File: config.mk
export PLATFORM = sky130hd
export DESIGN_NAME = uart_rdata_sender
export DESIGN_NICKNAME = d
export VERILOG_FILES = /design/src/rtl/uart_mon_pkg.sv /design/src/rtl/uart_hex2ascii.sv /design/src/rtl/uart_rdata_sender.sv
export SDC_FILE = /design/constraint.sdc
export NUM_CORES = 1
export LEC_CHECK = 0
export BUFFER_PORTS_ARGS = -buffer_cell sky130_fd_sc_hd__buf_2
export CAP_MARGIN = 15
export CORE_ASPECT_RATIO = 0.6
export CORE_UTILIZATION = 57
export CTS_CLUSTER_SIZE = 10
export DETAILED_ROUTE_END_ITERATION = 12
export GPL_TIMING_DRIVEN = 0
export HOLD_SLACK_MARGIN = 0.15
export PLACE_DENSITY = 0.84
export SKIP_CTS_REPAIR_TIMING = 1
export SLEW_MARGIN = 5
export SYNTH_ARGS = -nofsm -noshare
export SYNTH_HDL_FRONTEND = slang
export SYNTH_SLANG_ARGS = --single-unit
export TNS_END_PERCENT = 20
File: constraint.sdc
create_clock -name clk -period 7.2 [get_ports clk]
set_input_delay 1.08 -clock clk [delete_from_list [all_inputs] [get_ports clk]]
set_output_delay 1.08 -clock clk [all_outputs]
set_load 0.01 [all_outputs]
File: src/rtl/uart_mon_pkg.sv
// Shared encodings and character constants for the UART monitor datapath.
package uart_mon_pkg;

  typedef enum logic [2:0] {
    S_IDLE, S_HEX0, S_SPC, S_HEX1, S_CR, S_LF, S_DONE
  } state_t;

  localparam logic [7:0] CH_SP   = 8'h20;
  localparam logic [7:0] CH_CR   = 8'h0D;
  localparam logic [7:0] CH_LF   = 8'h0A;
  localparam logic [7:0] CH_0    = 8'h30;
  localparam logic [7:0] CH_A_LO = 8'h61;
  localparam logic [7:0] CH_A_UP = 8'h41;

  localparam int NIB_PER_WORD = 8;

endpackage

File: src/rtl/uart_hex2ascii.sv
// Nibble to ASCII hex digit; also used by the command echo path.
module uart_hex2ascii
  import uart_mon_pkg::*;
#(
  parameter bit UPPER_HEX = 1'b0
) (
  input  logic [3:0] nib,
  output logic [7:0] chr
);

  always_comb begin
    if (nib < 4'd10) chr = CH_0 + {4'd0, nib};
    else             chr = (UPPER_HEX ? CH_A_UP : CH_A_LO) + {4'd0, nib} - 8'd10;
  end

endmodule

File: src/rtl/uart_rdata_sender.sv
// Formats a 64-bit rdata word as an ASCII hex line and streams it over a byte handshake.
module uart_rdata_sender
  import uart_mon_pkg::*;
#(
  parameter bit UPPER_HEX = 1'b0,
  parameter bit EOL_CRLF  = 1'b1
) (
  input  logic        clk,
  input  logic        rst_n,
  input  logic        rdata_snd_start,
  input  logic [63:0] rdata_snd,
  input  logic        pc_print_sel,
  output logic [7:0]  tx_data,
  output logic        tx_valid,
  input  logic        tx_ready,
  output logic        flushing_wq,
  output logic        sender_busy
);

  localparam logic [2:0] LAST_NIB = 3'(NIB_PER_WORD - 1);

  state_t      state_q, state_d;
  logic [63:0] data_q;
  logic        pc_q;
  logic [2:0]  cnt_q;
  logic [31:0] word;
  logic [3:0]  nib;
  logic [7:0]  hex_chr;
  state_t      eol_st;

  assign eol_st = EOL_CRLF ? S_CR : S_LF;
  assign word   = (state_q == S_HEX1) ? data_q[63:32] : data_q[31:0];
  // Counter runs 0..7 while the emitted nibble runs 7..0 (MSB first).
  assign nib    = word[{~cnt_q, 2'b00} +: 4];

  uart_hex2ascii #(.UPPER_HEX(UPPER_HEX)) u_hex (
    .nib (nib),
    .chr (hex_chr)
  );

  always_ff @(posedge clk) begin
    if (!rst_n) begin
      state_q <= S_IDLE;
      data_q  <= '0;
      pc_q    <= 1'b0;
      cnt_q   <= '0;
    end else begin
      state_q <= state_d;
      if (state_q == S_IDLE && rdata_snd_start) begin
        data_q <= rdata_snd;
        pc_q   <= pc_print_sel;
      end
      // 3-bit counter wraps 7 -> 0 on the last nibble of each word.
      if ((state_q == S_HEX0 || state_q == S_HEX1) && tx_ready)
        cnt_q <= cnt_q + 3'd1;
    end
  end

  always_comb begin
    state_d     = state_q;
    tx_data     = 8'h00;
    tx_valid    = 1'b0;
    flushing_wq = 1'b0;
    sender_busy = (state_q != S_IDLE);
    case (state_q)
      S_IDLE: if (rdata_snd_start) state_d = S_HEX0;
      S_HEX0: begin
        tx_valid = 1'b1;
        tx_data  = hex_chr;
        if (tx_ready && cnt_q == LAST_NIB) state_d = pc_q ? eol_st : S_SPC;
      end
      S_SPC: begin
        tx_valid = 1'b1;
        tx_data  = CH_SP;
        if (tx_ready) state_d = S_HEX1;
      end
      S_HEX1: begin
        tx_valid = 1'b1;
        tx_data  = hex_chr;
        if (tx_ready && cnt_q == LAST_NIB) state_d = eol_st;
      end
      S_CR: begin
        tx_valid = 1'b1;
        tx_data  = CH_CR;
        if (tx_ready) state_d = S_LF;
      end
      S_LF: begin
        tx_valid = 1'b1;
        tx_data  = CH_LF;
        if (tx_ready) state_d = S_DONE;
      end
      S_DONE: begin
        flushing_wq = 1'b1;
        state_d     = S_IDLE;
      end
      default: state_d = S_IDLE;
    endcase
  end

endmodule

==> results of run 1 <==
-- layout by cell type, fill, tap and decap left out, types with 3 or more instances in the layout --
cell type and count:
dfxtp_1 71, clkbuf_1 26, buf_2 79, nor3_1 3, nor2_1 11, inv_1 3, buf_6 3, nand2b_1 4
mux4_2 14, ha_1 3, nand2_1 142, a21oi_1 72, nand3_1 7, clkbuf_8 11
-- final cells by class --
class	count	area [um2]	share of cell area [%]
well taps	80	100.1	2.488
multi-input cells	296	1720	42.77
clock buffers	12	155.1	3.857
flip-flops and latches	71	1421	35.33
repair buffers	78	390.4	9.704
inverters	4	15.01	0.3733
plain buffers	31	143.9	3.577
clock inverters	4	76.32	1.897
-- sequential cells by signal, indices dropped and copies added, names as in the netlist --
signal   cells
state_q      3
cnt_q        3
data_q      64
pc_q         1
-- worst max-delay path by stage --
stage                     from    endpoint  cells after the start
floorplan           state_q[0]  tx_data[2]                      9
global placement      cnt_q[0]  tx_data[2]                     11
detailed placement    cnt_q[0]  tx_data[2]                     11
CTS                   cnt_q[0]  tx_data[2]                     11
global route          cnt_q[0]  tx_data[1]                     10
finish                cnt_q[0]  tx_data[2]                     11
-- layer usage --
layer | vias to the layer above | GRT usage [%] | wire, um
li1 | 1543 | - | -
met1 | 1463 | 40.09 | 3770
met2 | 137 | 44.62 | 3772
met3 | 13 | 8.180 | 706
met4 | 0 | 8.489 | 112
met5 | - | 0 | 0
-- power groups by stage --
| stage | Clock (mW) | Combinational, mW | Sequential [mW] |
|---|---|---|---|
| global placement | 0 | 0.125 | 0.438 |
| global route | 0.384 | 0.146 | 0.433 |
| floorplan | 0 | 0.0842 | 0.435 |
| detailed placement | 0 | 0.129 | 0.439 |
| finish | 0.366 | 0.132 | 0.431 |
| CTS | 0.367 | 0.130 | 0.430 |
-- kinds of logic after synthesis --
| kind of cell | Yosys count |
|---|---|
| adder cells (fa/ha/maj) | 3 |
| flip-flops | 71 |
| XOR/XNOR | 2 |
| other | 1 |
| AND/OR/NAND/NOR | 180 |
| AO/OA/AOI/OAI | 92 |
| buffers and inverters | 35 |
| multiplexers | 18 |
-- critical path: stages, from the launching register on --
cell and delay, ns:
dfxtp_1 0.34, clkbuf_1 0.46, buf_2 0.40, mux4_2 0.28
o22ai_2 0.09, a21oi_2 0.27, inv_1 0.11, ha_1 0.25
and4b_1 0.20, a21oi_1 0.13, o21ai_1 0.07, buf_2 0.13
==> run metrics, run 1 <==
Num Clock Sinks=71; vias=3,156; cell with the most instances after synthesis=nand2_1; XOR/XNOR Fraction of Synth Area=0.5307%; Max Transition Viols Final=0; die width=100.2 um; startpoint types=register; Area Overhead vs Synth=21.87%; Post-Route Utilization=72.21%; largest net degree at the start of global routing=13; Adder-Cell Fraction of Synth Area=1.137%; DP HPWL=6107 um; Synth area leader=dfxtp_1; crit-path max FO=10; Die H=60.95 um; Final period util=57.73%; Max VDD drop=0.1185 mV; worst path required time=6.12 ns; Post-DP Area=3791 um2; Fin. Hold Viols=0; Setup Slack @ Placement=3.487 ns; Reg2Reg Capture Point=data_q[44]; Mapped Nets=474; CTS root buf=clkbuf_8; Inserted Clock Buffers=9; Slew headroom=60.42%; minimum clock period=4.156 ns; largest family of logic cells by synthesized area=simple AND/OR/NAND/NOR gates; syn avg cell area=8.211 um2; initial core utilization=59.25%; Sw Pwr=0.2412 mW; clock skew=0.005038 ns; flip-flop and latch count after synthesis=71; max-cap viol count=0; Pwr Density=230.8 nW/um2; first-pass GRT wire length=13,140 um; final cell count without fillers=576; # setup viols final=0; Yosys top cell area share=43.06%; antenna cells=0; clock network fraction of total power=39.4%; Hold EP=data_q[61]; hold path startpoint=data_q[61]; ranking of synthesized cells by area=dfxtp_1 (43%), nand2_1 (16%), a21oi_1 (11%); ys async rst share=0%; Core Area=5570 um2; Combinational Power Share=14.2%; worst slew pin tran=0.5936 ns; Seq/Total Area, Yosys=43.06%; worst min path class=register to register; fill count=440; Tot Pwr=0.9284 mW; mux cell area share after synthesis=10.84%; nets=563; RSZ-0062 raised after global routing=no; Iteration-0 DRC Markers=251; Leak Pwr=1.692 nW; DR vias/cell=5.479; die area=6109 um2; Sequential Power Share=46.4%; reg-to-reg startpoint=state_q[0]; distinct cell type count after synthesis=48; Post-Route WL=8361 um; internal power=0.6872 mW; Post-Syn Instances=402; Synth Flop Type=dfxtp_1; vias in the first global route=2,811; placed insts=560; Worst setup EP type=output pin; final hold slack=0.4542 ns; Post-Synth Simple-Gate Area=23.20%; switching part of the total=25.98%; Setup TNS=0 ns; Port Buf Inserts=78; routability cong.=0.8921; fmax=240.6 MHz; Worst Slack Setup Final=3.044 ns; post-synthesis compound-gate area fraction=16.30%; maximum clock path buffer count=2; CTS tree=built; post-route cell area=4023 um2; Clock Pin Slew Worst Setup and Hold Paths=0.07 ns; clk_lat worst skew=0.34 ns; reg2reg setup slack=5.04 ns; GR Overflow Total=0; status=completed; Post-synth EDFFs=0; initial antenna violation count=0; Warnings, synthesis=0; routed len/inst=14.52 um; layout cell share with drive strength beyond 1=24.80%; Hold Path Depth=2; Cell Rows=21; critical path class=register to output pin; # IOs=80; DRC viols=0; total track usage=28.88%; total iterations of the first detailed-routing run=5; crit path DAT=3.08 ns; ANT nets after route=0; most instantiated cells after synthesis=nand2_1 (142), a21oi_1 (72), dfxtp_1 (71), clkbuf_1 (25), mux4_2 (14); FF-to-FF path depth=6; synthesized area=3301 um2; H-tree depth=3
Note: power is estimated with default switching activity, not from simulation.
==> run 2, diff against run 1 <==
Settings changed: CORE_UTILIZATION 57 to 53, PLACE_DENSITY 0.84 to 0.79.
Clock period 7.2 ns to 4.3 ns, I/O delays scaled along.
==> run metrics, run 2 (synthesis gave the netlist of run 1 again) <==
max-cap viol count=0; initial core utilization=57.10%; critical path class=register to output pin; internal power=1.088 mW; vias in the first global route=2,825; GR Overflow Total=0; crit-path max FO=10; Post-Route Utilization=69.13%; commonest cells after routing, fill and taps aside=nand2_1 (142), buf_2 (79), a21oi_1 (72), dfxtp_1 (71), clkbuf_1 (25); DRC viols=0; DR vias/cell=5.431; worst slew pin tran=0.6152 ns; RSZ-0062 raised after global routing=no; critical path's slowest cell=clkbuf_1; Fin. Hold Viols=0; die area=6557 um2; Port Buf Inserts=78; Max VDD drop=0.2213 mV; Reg with most FFs=data_q; Worst setup EP type=output pin; vias=3,123; number of flip-flops in the largest register=64; Sw Pwr=0.4012 mW; antenna cells=0; worst min path class=register to register; Cell Rows=21; ANT nets after route=0; Leak Pwr=1.677 nW; most common cell after layout, fill and taps aside=nand2_1; Setup TNS=0 ns; fmax=270.4 MHz; fill count=480; Clock Pin Slew Worst Setup and Hold Paths=0.08 ns; total iterations of the first detailed-routing run=5; clock network fraction of total power=36.8%; Iteration-0 DRC Markers=201; die width=103.9 um; Post-Route WL=8624 um; nets=563; layout cell share with drive strength beyond 1=24.85%; routed len/inst=15.00 um; DP HPWL=6446 um; # IOs=80; maximum clock path buffer count=2; largest net degree at the start of global routing=13; crit-path cells=clkbuf_1 -> buf_2 -> mux4_2 -> o22ai_2 -> a21oi_2 -> inv_1 -> ha_1 -> and4b_1 -> a21oi_1 -> o21ai_1 -> buf_2; Num Clock Sinks=71; Slew headroom=58.98%; Combinational Power Share=14.7%; Sequential Area=1421 um2; # setup viols final=0; Pwr Density=372.7 nW/um2; routability cong.=0.8596; Area Overhead vs Synth=21.08%; minimum clock period=3.698 ns; clk_lat worst skew=0.35 ns; Die H=63.13 um; CP most frequent cell=buf_2; Max Transition Viols Final=0; multi-input logic area=1720 um2; clock skew=0.008483 ns; Sequential Power Share=48.5%; status=completed; initial antenna violation count=0; Final period util=85.99%; total track usage=27.48%; first-pass GRT wire length=13,920 um; CTS tree=built; Inserted Clock Buffers=9; slowest stage delay, CP=0.47 ns; top flop regs=data_q x64, cnt_q x3, state_q x3; H-tree depth=3; Core Area=5781 um2; CTS root buf=clkbuf_8; switching part of the total=26.94%; crit path DAT=3.05 ns; worst path required time=3.65 ns; startpoint types=register
-- run 2: cell types whose count changed in the layout (fill, tap and decap cells not counted) --
cell / change
clkinvlp_4: +1
bufinv_16: -1
clkbuf_1: -1
-- run 2: final timing paths --
path / startpoint / to / slack [ns] / cells past startpoint
worst max register to register: state_q[0] / data_q[13] / 2.19 / 6
worst min register to register: data_q[43] / data_q[43] / 0.45 / 2
worst max-delay path: cnt_q[0] / tx_data[2] / 0.60 / 11
worst min-delay path: data_q[43] / data_q[43] / 0.45 / 2
-- run 2: critical path, delay by kind of cell, from the launching register on --
kind / cells / cell delay, ns
fa+ha+maj: 1 / 0.23
simple gates: 1 / 0.19
flops: 1 / 0.34
mux: 1 / 0.27
compound gates: 4 / 0.56
buf+inv: 4 / 1.10
-- run 2: routing by layer --
layer | global-route usage [%] | wire length (um)
met1 | 38.79 | 4054
met5 | 0 | 0
met4 | 8.929 | 98
met2 | 40.92 | 3659
met3 | 7.246 | 811
-- run 2: stage by stage --
step	setup WS [ns]	std cells	power [mW]	hold WS, ns	cell area (um2)
2_1_floorplan	1.525	402	0.8691	0.4331	3301
4_1_cts	0.5972	575	1.489	0.4576	3996
6_report	0.6023	575	1.489	0.4546	3996
5_1_grt	0.3919	575	1.550	0.4694	3996
3_3_place_gp	1.107	560	0.9443	0.4410	3791
3_5_place_dp	0.9822	560	0.9530	0.4472	3791
-- run 2: final cells by class --
class | instances | area share, %
repair buffers | 78 | 9.768
well taps | 80 | 2.505
inverters | 4 | 0.3757
flip-flops and latches | 71 | 35.57
clock buffers | 11 | 3.788
clock inverters | 4 | 1.346
multi-input cells | 296 | 43.05
plain buffers | 31 | 3.601
-- run 2: power groups by stage --
stage	sequential (mW)	combinational, mW	clock (mW)
floorplan	0.728	0.141	0
global placement	0.734	0.210	0
detailed placement	0.736	0.217	0
CTS	0.721	0.218	0.550
global route	0.726	0.243	0.581
finish	0.722	0.219	0.549
